===== config.mk =====
export PLATFORM = sky130hd
export DESIGN_NAME = dma_channel_regfile
export DESIGN_NICKNAME = d
export VERILOG_FILES = /design/src/rtl/dma_channel_regfile.sv
export SDC_FILE = /design/constraint.sdc
export NUM_CORES = 1
export LEC_CHECK = 0
export BUFFER_PORTS_ARGS = -buffer_cell sky130_fd_sc_hd__buf_2
export CORE_UTILIZATION = 35
export DETAILED_ROUTE_END_ITERATION = 6
export GPL_TIMING_DRIVEN = 0
export MAX_ROUTING_LAYER = met4
export PLACE_DENSITY = 0.55
export SKIP_CTS_REPAIR_TIMING = 1
export SLEW_MARGIN = 10
export SYNTH_ARGS = -nofsm -noshare
export SYNTH_HDL_FRONTEND = slang
export SYNTH_SLANG_ARGS = --single-unit

===== constraint.sdc =====
create_clock -name AXI_aclk -period 4.1 [get_ports AXI_aclk]
set_clock_uncertainty 0.05 [all_clocks]
set_input_delay 0.205 -clock AXI_aclk [delete_from_list [all_inputs] [get_ports AXI_aclk]]
set_output_delay 0.205 -clock AXI_aclk [all_outputs]
set_load 0.02 [all_outputs]

===== src/rtl/dma_channel_regfile.sv =====
// dma_channel_regfile: per-channel DMA SRC/DST/LEN/CTRL registers behind the
// AXI slave controller's sys_write*/sys_read* handshakes. Drives channel
// configuration and start pulses and folds engine done/error events into
// status bits and a level interrupt.
module dma_channel_regfile #(
   parameter int REGFILE_ADDRWIDTH = 9,
   parameter int REGFILE_DATAWIDTH = 32,
   parameter int NUM_CHANNELS      = 2
) (
   input  logic                                      AXI_aclk,
   input  logic                                      AXI_aresetn,
   input  logic [REGFILE_DATAWIDTH-1:0]              sys_writeData,
   input  logic [REGFILE_ADDRWIDTH-1:0]              sys_writeAddress,
   input  logic                                      sys_writeEnable,
   output logic                                      sys_writeReady,
   input  logic [REGFILE_ADDRWIDTH-1:0]              sys_readAddress,
   input  logic                                      sys_readEnable,
   output logic [REGFILE_DATAWIDTH-1:0]              sys_readData,
   output logic                                      sys_readReady,
   output logic [NUM_CHANNELS*REGFILE_DATAWIDTH-1:0] ch_src,
   output logic [NUM_CHANNELS*REGFILE_DATAWIDTH-1:0] ch_dst,
   output logic [NUM_CHANNELS*REGFILE_DATAWIDTH-1:0] ch_len,
   output logic [NUM_CHANNELS-1:0]                   ch_start,
   input  logic [NUM_CHANNELS-1:0]                   ch_done,
   input  logic [NUM_CHANNELS-1:0]                   ch_error,
   output logic                                      irq
);
   localparam int AW  = REGFILE_ADDRWIDTH;
   localparam int DW  = REGFILE_DATAWIDTH;
   localparam int NC  = NUM_CHANNELS;
   localparam int CHW = AW - 2;

   typedef enum logic {W_IDLE, W_COMMIT} wstate_t;
   typedef enum logic {R_IDLE, R_RESP}   rstate_t;

   wstate_t              r_wstate;
   rstate_t              r_rstate;
   logic                 r_wready;
   logic                 r_rready;
   logic [DW-1:0]        r_rdata;
   logic [NC-1:0]        r_start;
   logic                 r_irq;
   logic [DW-1:0]        r_src [NC];
   logic [DW-1:0]        r_dst [NC];
   logic [DW-1:0]        r_len [NC];
   logic [NC-1:0]        r_irq_en;
   logic [NC-1:0]        r_busy;
   logic [NC-1:0]        r_done;
   logic [NC-1:0]        r_err;

   logic [CHW-1:0]       w_wch;
   logic [1:0]           w_wreg;
   logic [CHW-1:0]       w_rch;
   logic [1:0]           w_rreg;
   logic                 w_accept;
   logic [DW-1:0]        w_rval;

   assign w_wch    = sys_writeAddress[AW-1:2];
   assign w_wreg   = sys_writeAddress[1:0];
   assign w_rch    = sys_readAddress[AW-1:2];
   assign w_rreg   = sys_readAddress[1:0];
   assign w_accept = (r_wstate == W_IDLE) && sys_writeEnable;

   // Write FSM plus all register state; engine events are applied after the
   // write so that a same-edge set beats a write-1-to-clear.
   always_ff @(posedge AXI_aclk or negedge AXI_aresetn) begin
      if (!AXI_aresetn) begin
         r_wstate <= W_IDLE;
         r_wready <= 1'b1;
         r_start  <= '0;
         r_irq_en <= '0;
         r_busy   <= '0;
         r_done   <= '0;
         r_err    <= '0;
         for (int c = 0; c < NC; c++) begin
            r_src[c] <= '0;
            r_dst[c] <= '0;
            r_len[c] <= '0;
         end
      end else begin
         r_start <= '0;
         case (r_wstate)
            W_IDLE: if (sys_writeEnable) begin
               r_wstate <= W_COMMIT;
               r_wready <= 1'b0;
            end
            W_COMMIT: begin
               r_wstate <= W_IDLE;
               r_wready <= 1'b1;
            end
         endcase
         for (int c = 0; c < NC; c++) begin
            if (w_accept && (w_wch == CHW'(c))) begin
               case (w_wreg)
                  2'd0: if (!r_busy[c]) r_src[c] <= sys_writeData;
                  2'd1: if (!r_busy[c]) r_dst[c] <= sys_writeData;
                  2'd2: if (!r_busy[c]) r_len[c] <= sys_writeData;
                  2'd3: begin
                     r_irq_en[c] <= sys_writeData[1];
                     if (sys_writeData[9])  r_done[c] <= 1'b0;
                     if (sys_writeData[10]) r_err[c]  <= 1'b0;
                     // A start on an idle channel either launches or flags a zero length
                     if (sys_writeData[0] && !r_busy[c]) begin
                        if (r_len[c] != '0) begin
                           r_busy[c]  <= 1'b1;
                           r_start[c] <= 1'b1;
                        end else begin
                           r_err[c] <= 1'b1;
                        end
                     end
                  end
               endcase
            end
            if (ch_done[c]) begin
               r_busy[c] <= 1'b0;
               r_done[c] <= 1'b1;
            end
            if (ch_error[c]) begin
               r_busy[c] <= 1'b0;
               r_err[c]  <= 1'b1;
            end
         end
      end
   end

   // Read mux: addressed register value, zero when unmapped
   always_comb begin
      w_rval = '0;
      for (int c = 0; c < NC; c++) begin
         if (w_rch == CHW'(c)) begin
            case (w_rreg)
               2'd0: w_rval = r_src[c];
               2'd1: w_rval = r_dst[c];
               2'd2: w_rval = r_len[c];
               2'd3: begin
                  w_rval[1]  = r_irq_en[c];
                  w_rval[8]  = r_busy[c];
                  w_rval[9]  = r_done[c];
                  w_rval[10] = r_err[c];
               end
            endcase
         end
      end
   end

   // Read FSM: capture in R_IDLE, present a one-cycle ready in R_RESP
   always_ff @(posedge AXI_aclk or negedge AXI_aresetn) begin
      if (!AXI_aresetn) begin
         r_rstate <= R_IDLE;
         r_rready <= 1'b0;
         r_rdata  <= '0;
      end else begin
         case (r_rstate)
            R_IDLE: if (sys_readEnable) begin
               r_rstate <= R_RESP;
               r_rready <= 1'b1;
               r_rdata  <= w_rval;
            end
            R_RESP: begin
               r_rstate <= R_IDLE;
               r_rready <= 1'b0;
            end
         endcase
      end
   end

   // Interrupt lags the status bits by one cycle
   always_ff @(posedge AXI_aclk or negedge AXI_aresetn) begin
      if (!AXI_aresetn) r_irq <= 1'b0;
      else              r_irq <= |(r_irq_en & (r_done | r_err));
   end

   for (genvar g = 0; g < NC; g++) begin : g_ch
      assign ch_src[g*DW +: DW] = r_src[g];
      assign ch_dst[g*DW +: DW] = r_dst[g];
      assign ch_len[g*DW +: DW] = r_len[g];
   end

   assign sys_writeReady = r_wready;
   assign sys_readReady  = r_rready;
   assign sys_readData   = r_rdata;
   assign ch_start       = r_start;
   assign irq            = r_irq;
endmodule


==> results.py <==
metrics = {
    "critical_path": {
        "crit_type": "reg -> reg",
        "crit_arrival_ns": 3.33,
        "worstPathMaxFanout": 7,
        "slowest_stage": "nor3_1",
        "cp-end-kind": "register",
        "r2r.worst_path.cells": 5,
        "crit_path_cell_trace": "or4b_4 -> nor3_1 -> o2111ai_1 -> a211oi_1 -> dlygate4sd3_1",
        "start_kind": "register",
        "regToRegStartpoint": "r_wstate",
        "required_ns": 4.51,
        "crit-reg2reg-capture": "r_busy[1]",
        "r2r_slack_ns": 1.18,
        "max_stage_delay_ns": 0.68,
    },
    "logic_synthesis": {
        "yosysTopAreaCellShare_pct": 55.6,
        "yosysTopAreaCell": "dfrtp_1",
        "synth_area_leaders": "dfrtp_1, mux2_2, mux2i_1",
        "ys_ff_latch": 239,
        "async_flop_share_pct": 100,
        "synthesis.yosys.warnings": 0,
        "ys_seq_area_share_pct": 55.8,
        "syn_area_per_cell_sq_um": 13.7,
        "syn_inst": 782,
        "synth_area_sq_mm": 0.0107,
        "synth-edff-count": 0,
        "syn_nets": 840,
        "synthFlopType": "dfrtp_1",
        "synth.distinct_cells": 42,
    },
    "power": {
        "p_int_mw": 4.06,
        "comb_power_share_pct": 10.5,
        "p_leak_nw": 7.36,
        "p_sw_mw": 1.37,
        "ir_drop_mv": 0.268,
        "pwr-share-clk_pct": 43.6,
        "finalPower_mw": 5.43,
        "powerDensity_mw_per_mm2": 389,
        "power.share.sequential_pct": 45.9,
        "netSwitchingFraction_pct": 25.3,
    },
    "place": {
        "io_buffers": 284,
        "place_ws_ns": 1.43,
        "gp_congestion": 0.810,
        "dp_hpwl_mm": 26.2,
    },
    "job": {
        "max_cap_violations": 0,
    },
    "global_routing": {
        "grt_pass1_vias": 8188,
        "grt_pass1_wl_mm": 54.3,
        "grt_overflow": 0,
        "grt_use_total_pct": 24.4,
        "grt_max_degree": 106,
        "antenna_found_initial": 0,
    },
    "min_path": {
        "whs_endpoint": "ch_src[9]",
        "holdPathStages": 2,
        "min_from": "sys_writeData[9]",
        "min_path_type": "in -> reg",
    },
    "route": {
        "vias": 8126,
        "wirelength_mm": 37.1,
        "wl_met3_mm": 2.45,
        "postRouteAntennaNets": 0,
        "wl_met1_mm": 16.3,
        "highest_layer": "met4",
        "viasPerCell": 5.27,
        "drt-wirelength-per-cell_microns": 24.1,
        "drtIter0Drc": 411,
        "first_pass_iters": 4,
        "drcViolationCount": 0,
        "wl_met2_mm": 17.8,
    },
    "cells_and_area": {
        "antenna_cells": 0,
        "final_net_count": 1194,
        "fin_util_pct": 46.8,
        "final_cell_mix": "buf_2, dfrtp_1, mux2_2",
        "layout_commonest_cell": "buf_2",
        "syn_to_final_growth_pct": 30.4,
        "layout-drive-gt1-share_pct": 48.2,
    },
    "floorplanning": {
        "core_area_sq_mm": 0.0299,
        "initial_utilization_pct": 35.9,
        "die-area_sq_mm": 0.0313,
        "io-pin-count": 287,
        "rows": 63,
        "die_w_microns": 177,
        "fp.dieH_microns": 177,
    },
    "clocking": {
        "clk_pin_slew_worst_paths_ns": 0.06,
        "cts_buffers": 27,
        "cts_tree": "done",
        "clock-sinks": 239,
        "insertion_delay_ns": 0.53,
        "cts_root_buf": "clkbuf_16",
        "htreeDepth": 1,
        "clock_path_buffers": 3,
    },
    "timing": {
        "fmax_mhz": 343,
        "report.final.slew_viol_count": 0,
        "rsz0062_at_grt": "false",
        "setup_violations": 0,
        "hold_violations": 0,
        "slew_headroom_pct": 33.2,
        "min_period_ns": 2.92,
        "finalWorstSetupSlack_ns": 1.18,
        "period_share_pct": 71.1,
        "worst_slew_pin_slew_ns": 1.00,
    },
    "status": {
        "status": "finished, final reports clean",
    },
}
-- worst max-delay path, delay by kind of cell, from the launching register on --
family                 cells  cell delay, ns
flip-flops                 1            0.39
AND/OR/NAND/NOR            2            1.26
AO/OA/AOI/OAI              2            0.59
buffers and inverters      1            0.57
-- per-layer routing --
metal / GRT usage, % / up-vias
met5: - / -
met4: 4.38 / 0
met3: 5.15 / 36
met2: 38.9 / 269
met1: 32.0 / 4173
li1: - / 3648
-- worst max path at each step --
| stage | end | from |
|---|---|---|
| after floorplan | ch_len[10] | r_wstate |
| after global placement | ch_src[23] | AXI_aresetn |
| after detailed placement | ch_dst[34] | r_wstate |
| after CTS | ch_dst[34] | r_wstate |
| after global routing | r_busy[1] | r_wstate |
| final | r_busy[1] | r_wstate |
-- synth_stat cells, types with 2 or more instances --
cell type,n
buf_4,9
clkbuf_1,20
a2111oi_2,2
mux2_1,4
mux2i_1,60
nand3b_1,2
o2bb2ai_1,56
nand2_1,10
or3_1,2
nor4_1,18
buf_1,13
dfrtp_1,238
a21o_1,3
buf_6,3
nor2_1,64
nor3_1,2
o21ai_0,7
inv_1,7
mux2_2,190
and3_1,3
nand2b_1,3
or4_4,2
buf_2,8
nand4_1,4
mux4_2,8
a221oi_1,28
-- metrics by stage --
stage                     setup TNS (ns)  hold slack (ns)  instance area (sq um)  std cells
after global placement           -409.43            0.343                  12600       1456
after detailed placement               0            0.149                  12700       1460
after CTS                              0           -0.421                  13600       1506
final                                  0           0.0132                  14000       1543
after floorplan                        0           -0.141                  10700        782
after global routing                   0          0.00751                  14000       1543
-- power by group through the flow --
stage                     Combinational, mW  Clock (mW)  Sequential (mW)
after floorplan                       0.176           0             2.62
after global placement                0.534           0             2.53
after detailed placement              0.549           0             2.54
after CTS                             0.550        2.43             2.50
after global routing                  0.615        2.52             2.50
final                                 0.569        2.37             2.50
-- cell type report --
cell class	instances	area, sq um
flip-flops and latches	239	5980
inverters	8	30.0
well taps	390	488
fillers	2850	15900
clock buffers	42	822
clock inverters	4	45.0
repair buffers	325	1880
multi-input cells	482	4460
plain buffers	53	265
-- logic make-up (layout without fill, tap and decap cells) --
| logic type | after synthesis | count (layout) | share of synthesized area [%] |
|---|---|---|---|
| DFF | 239 | 239 | 55.8 |
| AOI/OAI and AO/OA | 102 | 102 | 8.15 |
| and+or+nand+nor | 118 | 118 | 5.60 |
| buffers and inverters | 61 | 432 | 2.76 |
| muxes | 262 | 262 | 27.7 |
-- flip-flops by register name, summed over array words and instances, names as in the netlist --
name            count
ch_start            2
r_done              2
r_rstate            1
sys_writeReady      1
irq                 1
r_irq_en            2
r_err               2
ch_src             64
ch_dst             64
sys_readReady       1
sys_readData       32
r_busy              2
r_wstate            1
ch_len             64
No activity file was read; power rests on OpenSTA's default activity.
